File: src/rtl/wb_pkg.sv
// Shared encodings for the writeback stage: writeback source select,
// load funct3 values and the stage FSM states.
package wb_pkg;

    localparam logic [1:0] WB_SEL_ALU  = 2'b00;
    localparam logic [1:0] WB_SEL_LOAD = 2'b01;
    localparam logic [1:0] WB_SEL_PC4  = 2'b10;

    localparam logic [2:0] F3_LB  = 3'b000;
    localparam logic [2:0] F3_LH  = 3'b001;
    localparam logic [2:0] F3_LW  = 3'b010;
    localparam logic [2:0] F3_LD  = 3'b011;
    localparam logic [2:0] F3_LBU = 3'b100;
    localparam logic [2:0] F3_LHU = 3'b101;
    localparam logic [2:0] F3_LWU = 3'b110;

    typedef enum logic {
        IDLE      = 1'b0,
        WAIT_LOAD = 1'b1
    } wb_state_e;

endpackage

File: src/rtl/wb_unit_load_align.sv
// Load data alignment: picks the addressed lane out of the raw memory
// word and sign- or zero-extends it to XLEN.
module load_align
    import wb_pkg::*;
#(
    parameter int XLEN = 32
) (
    input  logic [XLEN-1:0] rdata_i,
    input  logic [2:0]      funct3_i,
    input  logic [2:0]      addr_lo_i,
    output logic [XLEN-1:0] data_o
);

    logic [2:0]      off;
    logic [XLEN-1:0] sh_b;
    logic [XLEN-1:0] sh_h;
    logic [XLEN-1:0] sh_w;

    always_comb begin
        // Byte offset within the bus word; bit 2 only exists on a 64-bit bus.
        off  = {addr_lo_i[2] & (XLEN == 64), addr_lo_i[1:0]};
        sh_b = rdata_i >> {off, 3'b000};
        sh_h = rdata_i >> {off[2:1], 4'b0000};
        sh_w = rdata_i >> {off[2], 5'b00000};
        data_o = '0;
        case (funct3_i)
            F3_LB:  data_o = XLEN'($signed(sh_b[7:0]));
            F3_LBU: data_o = XLEN'(sh_b[7:0]);
            F3_LH:  data_o = XLEN'($signed(sh_h[15:0]));
            F3_LHU: data_o = XLEN'(sh_h[15:0]);
            F3_LW:  data_o = XLEN'($signed(sh_w[31:0]));
            F3_LD:  data_o = (XLEN == 64) ? rdata_i : '0;
            F3_LWU: data_o = (XLEN == 64) ? XLEN'(sh_w[31:0]) : '0;
            default: data_o = '0;
        endcase
    end

endmodule

File: src/rtl/wb_unit.sv
// Writeback stage: selects the writeback source, aligns load data and
// stalls MEM while a variable-latency load response is outstanding.
module wb_unit
    import wb_pkg::*;
#(
    parameter int XLEN   = 32,
    parameter int REG_AW = 5,
    parameter int CNT_W  = 32
) (
    input  logic              clk,
    input  logic              rst_n,
    input  logic              in_valid,
    output logic              in_ready,
    input  logic              flush,
    input  logic              in_reg_write,
    input  logic [REG_AW-1:0] in_rd,
    input  logic [1:0]        in_wb_sel,
    input  logic [2:0]        in_funct3,
    input  logic [2:0]        in_addr_lo,
    input  logic [XLEN-1:0]   in_alu_result,
    input  logic [XLEN-1:0]   in_pc_plus4,
    input  logic              mem_rvalid,
    input  logic [XLEN-1:0]   mem_rdata,
    output logic              rf_we,
    output logic [REG_AW-1:0] rf_waddr,
    output logic [XLEN-1:0]   rf_wdata,
    output logic              busy,
    output logic [CNT_W-1:0]  retire_count,
    output logic              err_rvalid
);

    wb_state_e         state_q;
    logic [REG_AW-1:0] rd_q;
    logic              rw_q;
    logic [2:0]        f3_q;
    logic [2:0]        addr_q;

    logic              rf_we_q;
    logic [REG_AW-1:0] rf_waddr_q;
    logic [XLEN-1:0]   rf_wdata_q;
    logic [CNT_W-1:0]  cnt_q;
    logic              err_q;

    logic              idle;
    logic              accept;
    logic              is_load;
    logic              done_d;
    logic              park_d;
    logic              stray_d;
    logic [2:0]        al_f3;
    logic [2:0]        al_addr;
    logic [XLEN-1:0]   load_data;
    logic [REG_AW-1:0] rf_waddr_d;
    logic              rw_d;
    logic [XLEN-1:0]   rf_wdata_d;

    load_align #(
        .XLEN(XLEN)
    ) u_align (
        .rdata_i  (mem_rdata),
        .funct3_i (al_f3),
        .addr_lo_i(al_addr),
        .data_o   (load_data)
    );

    always_comb begin
        idle    = (state_q == IDLE);
        accept  = idle & in_valid & ~flush;
        is_load = (in_wb_sel == WB_SEL_LOAD);
        // A parked load uses its captured context, not the live inputs.
        al_f3   = idle ? in_funct3 : f3_q;
        al_addr = idle ? in_addr_lo : addr_q;
        done_d  = idle ? (accept & (~is_load | mem_rvalid)) : mem_rvalid;
        park_d  = accept & is_load & ~mem_rvalid;
        stray_d = idle & mem_rvalid & ~(accept & is_load);
        rf_waddr_d = idle ? in_rd : rd_q;
        rw_d       = idle ? in_reg_write : rw_q;
        rf_wdata_d = '0;
        if (!idle) begin
            rf_wdata_d = load_data;
        end else begin
            case (in_wb_sel)
                WB_SEL_ALU:  rf_wdata_d = in_alu_result;
                WB_SEL_LOAD: rf_wdata_d = load_data;
                WB_SEL_PC4:  rf_wdata_d = in_pc_plus4;
                default:     rf_wdata_d = '0;
            endcase
        end
    end

    always_ff @(posedge clk or negedge rst_n) begin
        if (!rst_n) begin
            state_q    <= IDLE;
            rd_q       <= '0;
            rw_q       <= 1'b0;
            f3_q       <= '0;
            addr_q     <= '0;
            rf_we_q    <= 1'b0;
            rf_waddr_q <= '0;
            rf_wdata_q <= '0;
            cnt_q      <= '0;
            err_q      <= 1'b0;
        end else begin
            case (state_q)
                IDLE: begin
                    if (park_d) begin
                        state_q <= WAIT_LOAD;
                        rd_q    <= in_rd;
                        rw_q    <= in_reg_write;
                        f3_q    <= in_funct3;
                        addr_q  <= in_addr_lo;
                    end
                end
                WAIT_LOAD: begin
                    if (mem_rvalid) begin
                        state_q <= IDLE;
                    end
                end
                default: state_q <= IDLE;
            endcase
            rf_we_q <= done_d & rw_d & (rf_waddr_d != '0);
            if (done_d) begin
                rf_waddr_q <= rf_waddr_d;
                rf_wdata_q <= rf_wdata_d;
                cnt_q      <= cnt_q + CNT_W'(1);
            end
            if (stray_d) begin
                err_q <= 1'b1;
            end
        end
    end

    assign in_ready     = (state_q == IDLE);
    assign busy         = (state_q == WAIT_LOAD);
    assign rf_we        = rf_we_q;
    assign rf_waddr     = rf_waddr_q;
    assign rf_wdata     = rf_wdata_q;
    assign retire_count = cnt_q;
    assign err_rvalid   = err_q;

endmodule

File: config.mk
export PLATFORM = sky130hd
export DESIGN_NAME = wb_unit
export DESIGN_NICKNAME = d
export VERILOG_FILES = /design/src/rtl/wb_pkg.sv /design/src/rtl/wb_unit_load_align.sv /design/src/rtl/wb_unit.sv
export SDC_FILE = /design/constraint.sdc
export NUM_CORES = 1
export LEC_CHECK = 0
export CELL_PAD_IN_SITES_DETAIL_PLACEMENT = 2
export CELL_PAD_IN_SITES_GLOBAL_PLACEMENT = 2
export CORE_ASPECT_RATIO = 0.8
export CORE_MARGIN = 1
export CORE_UTILIZATION = 26
export DETAILED_ROUTE_END_ITERATION = 8
export PLACE_DENSITY = 0.9
export SLEW_MARGIN = 40
export SYNTH_ARGS = -nofsm -noshare
export SYNTH_HDL_FRONTEND = slang
export SYNTH_SLANG_ARGS = --single-unit
export TNS_END_PERCENT = 10
File: constraint.sdc
create_clock -name clk -period 2.4 [get_ports clk]
set_input_delay 0.36 -clock clk [delete_from_list [all_inputs] [get_ports clk]]
set_output_delay 0.36 -clock clk [all_outputs]
set_load 0.01 [all_outputs]
==> metrics.csv <==
metric;value;unit
power_density;643;nW/um^2
clk_pin_slew;0.07;ns
ys_async_sr_fraction;100;%
cts_sinks;83;
ys_seq_area_share;43.5;%
dp_hpwl;16700;um
clock_path_buffers;2;
htreeDepth;3;
crit_type;flop to primary output;
syn_area;4770;um^2
syn-num-nets;593;
synth_edf_count;0;
first_iter_violations;209;
synthCells;477;
fin_skew;0.00990;ns
worstMarginPinSlew;0.750;ns
finalHoldViolations;0;
die_area;18900;um^2
grt_max_degree;51;
grtUsageTotal;23.1;%
routabilityCongestion;0.881;
synth_flop_cell;dfrtp_1;
synth_area_leaders;dfrtp_1, mux2i_1, xnor2_1, a221o_1, nor2_1;
rsz0062_at_grt;false;
setup_tns;0;ns
yosysTopAreaCellShare;43.5;%
routed-via-count;4892;
yosysTopAreaCell;dfrtp_1;
design_area;7430;um^2
synth.avg_cell_area;10.0;um^2
ir_drop;374;uV
wl_per_cell;23.3;um
grt_pass1_wl;32900;um
clkLatencyLatePin;0.36;ns
ctsHoldBuffers;0;
grt_pass1_vias;5608;
cts_buffers;9;
regToRegStartpoint;busy;
post-place-ws;-0.270;ns
worstRegToRegCells;7;
nets;804;
utilization;42.1;%
hold_class;input pin to asynchronous set/reset pin;
syn_to_final_growth;55.7;%
cts-root-buf;clkbuf_16;
grt-ovfl-total;0;
report.final.slew_viol_count;0;
synth_warnings;0;
synth_cell_types;48;
start_util;27.0;%
start_kind;flop;
critPathCaptureType;primary output;
drive_above_1_share;12.4;%
antenna_found_initial;0;
die_h;123;um
fill_cells;1871;
fmax;429;MHz
finalSetupViolCount;0;
coreArea;17600;um^2
drtPass1Iterations;4;
worstPathArrival;1.97;ns
max_cap_violations;0;
power.leakage;3.06;nW
num_io_pins;188;
rows;43;
reg2reg_to;rf_wdata[6];
fin_ws;0.0715;ns
synth_seq_cells;83;
cts_tree;yes;
antenna_left;0;
layout_min_cycle_time;2.33;ns
reg2reg_setup_slack;0.11;ns
post_drt_via_cell_ratio;5.33;
multi_input_area;2540;um^2
wirelength;21400;um
cp.required;2.04;ns
die_w;153;um
slew-limit-headroom;49.5;%
status;finished clean;
num_antenna_cells;0;
place_area;7100;um^2
drc;0;
power.total;4.78;mW
critPathMaxFanout;19;
timing.final.crit_share;97.0;%
seq_area;2080;um^2
cts_setup_buffers;0;
portBuffers;186;
worst max-delay path, stage by stage, from the launching register on:
cell and delay [ns]:
dfrtp_1 0.40, buf_4 0.30, clkinv_2 0.22, buf_4 0.20, clkdlybuf4s50_1 0.48
cell type report:
type                            instances  area share [%]
Clock buffer                            9            3.03
Clock inverter                          6            1.21
Inverter                                7           0.370
Multi-Input combinational cell        358            34.2
Sequential cell                        83            27.9
Tap cell                              225            3.79
Timing Repair Buffer                  229            29.5
worst max-delay path by stage:
stage                          from          endpoint  slack, ns  cells after the start
floorplan                      busy      rf_wdata[10]       0.14                      6
global placement      in_addr_lo[0]      rf_wdata[12]      -0.17                      7
detailed placement    in_addr_lo[0]      rf_wdata[27]      -0.27                      8
CTS                 retire_count[8]  retire_count[26]       0.05                      5
global route                   busy      rf_wdata[15]      0.008                      7
finish                         busy          in_ready       0.07                      4
cells in the mapped netlist (12+ instances only):
| cell | number |
|---|---|
| mux2_2 | 12 |
| nand2_1 | 29 |
| xnor2_1 | 27 |
| a221o_1 | 21 |
| nand3_1 | 12 |
| dfrtp_1 | 83 |
| a211oi_1 | 17 |
| o21ai_0 | 13 |
| clkbuf_1 | 15 |
| nor2_1 | 47 |
| a21oi_1 | 21 |
| nor3_1 | 29 |
| mux2i_1 | 48 |
routing by layer:
metal | routed length, um | track usage (%) | share of wire [%] | vias up
met5 | 0 | 0 | 0 | -
met4 | 539 | 7.56 | 2.5 | 0
met3 | 1040 | 4.98 | 4.9 | 34
met2 | 10800 | 41.7 | 50 | 155
met1 | 9030 | 27.4 | 42 | 2503
li1 | - | - | - | 2200
what timing repair did:
item	in CTS	in global routing
gates resized for setup	3	2
pin swaps	0	1
endpoints found under the setup margin	16	11
layout by cell type (no fill, tap or decap), types with 5 or more instances in the layout:
| master | n |
|---|---|
| buf_4 | 43 |
| dfrtp_1 | 83 |
| clkbuf_16 | 9 |
| a21oi_1 | 21 |
| nor2_1 | 45 |
| mux2_2 | 12 |
| o2bb2ai_1 | 5 |
| o21ai_0 | 13 |
| nand4_1 | 11 |
| a211oi_1 | 17 |
| xnor2_1 | 27 |
| nand3_1 | 12 |
| inv_1 | 6 |
| a21o_1 | 6 |
| mux2i_1 | 47 |
| nand2_1 | 29 |
| clkdlybuf4s50_1 | 184 |
| a22oi_1 | 6 |
| a221o_1 | 21 |
| nor2b_1 | 5 |
| nor4_1 | 9 |
| nor3_1 | 29 |
where the power goes:
| part | total (mW) | switching (mW) | internal, mW |
|---|---|---|---|
| clock | 1.53 | 0.619 | 0.910 |
| combinational | 1.43 | 0.663 | 0.766 |
| sequential | 1.82 | 0.209 | 1.61 |
| total | 4.78 | 1.49 | 3.29 |
cells by family (layout without fill, tap and decap cells):
| kind of cell | after synthesis | in the layout | synth area share [%] |
|---|---|---|---|
| mux | 61 | 61 | 13.4 |
| xor+xnor | 31 | 31 | 5.69 |
| compound gates | 105 | 105 | 16.8 |
| buf+inv | 36 | 251 | 3.56 |
| fa+ha+maj | 1 | 1 | 0.262 |
| simple gates | 160 | 160 | 16.8 |
| flops | 83 | 83 | 43.5 |
sequential cells by signal, summed over array words and instances (netlist names):
signal / flops
retire_count: 32
rf_wdata: 32
rd_q: 5
rf_waddr: 5
f3_q: 3
addr_q: 2
busy: 1
err_rvalid: 1
rf_we: 1
rw_q: 1
metrics by stage:
step	instances	hold WS, ns
2_1_floorplan	477	0.0644
3_5_place_dp	902	0.446
3_3_place_gp	902	0.423
4_1_cts	917	0.0665
5_1_grt	917	0.0731
6_report	917	0.0310
Note: power is estimated with default switching activity, not from simulation.
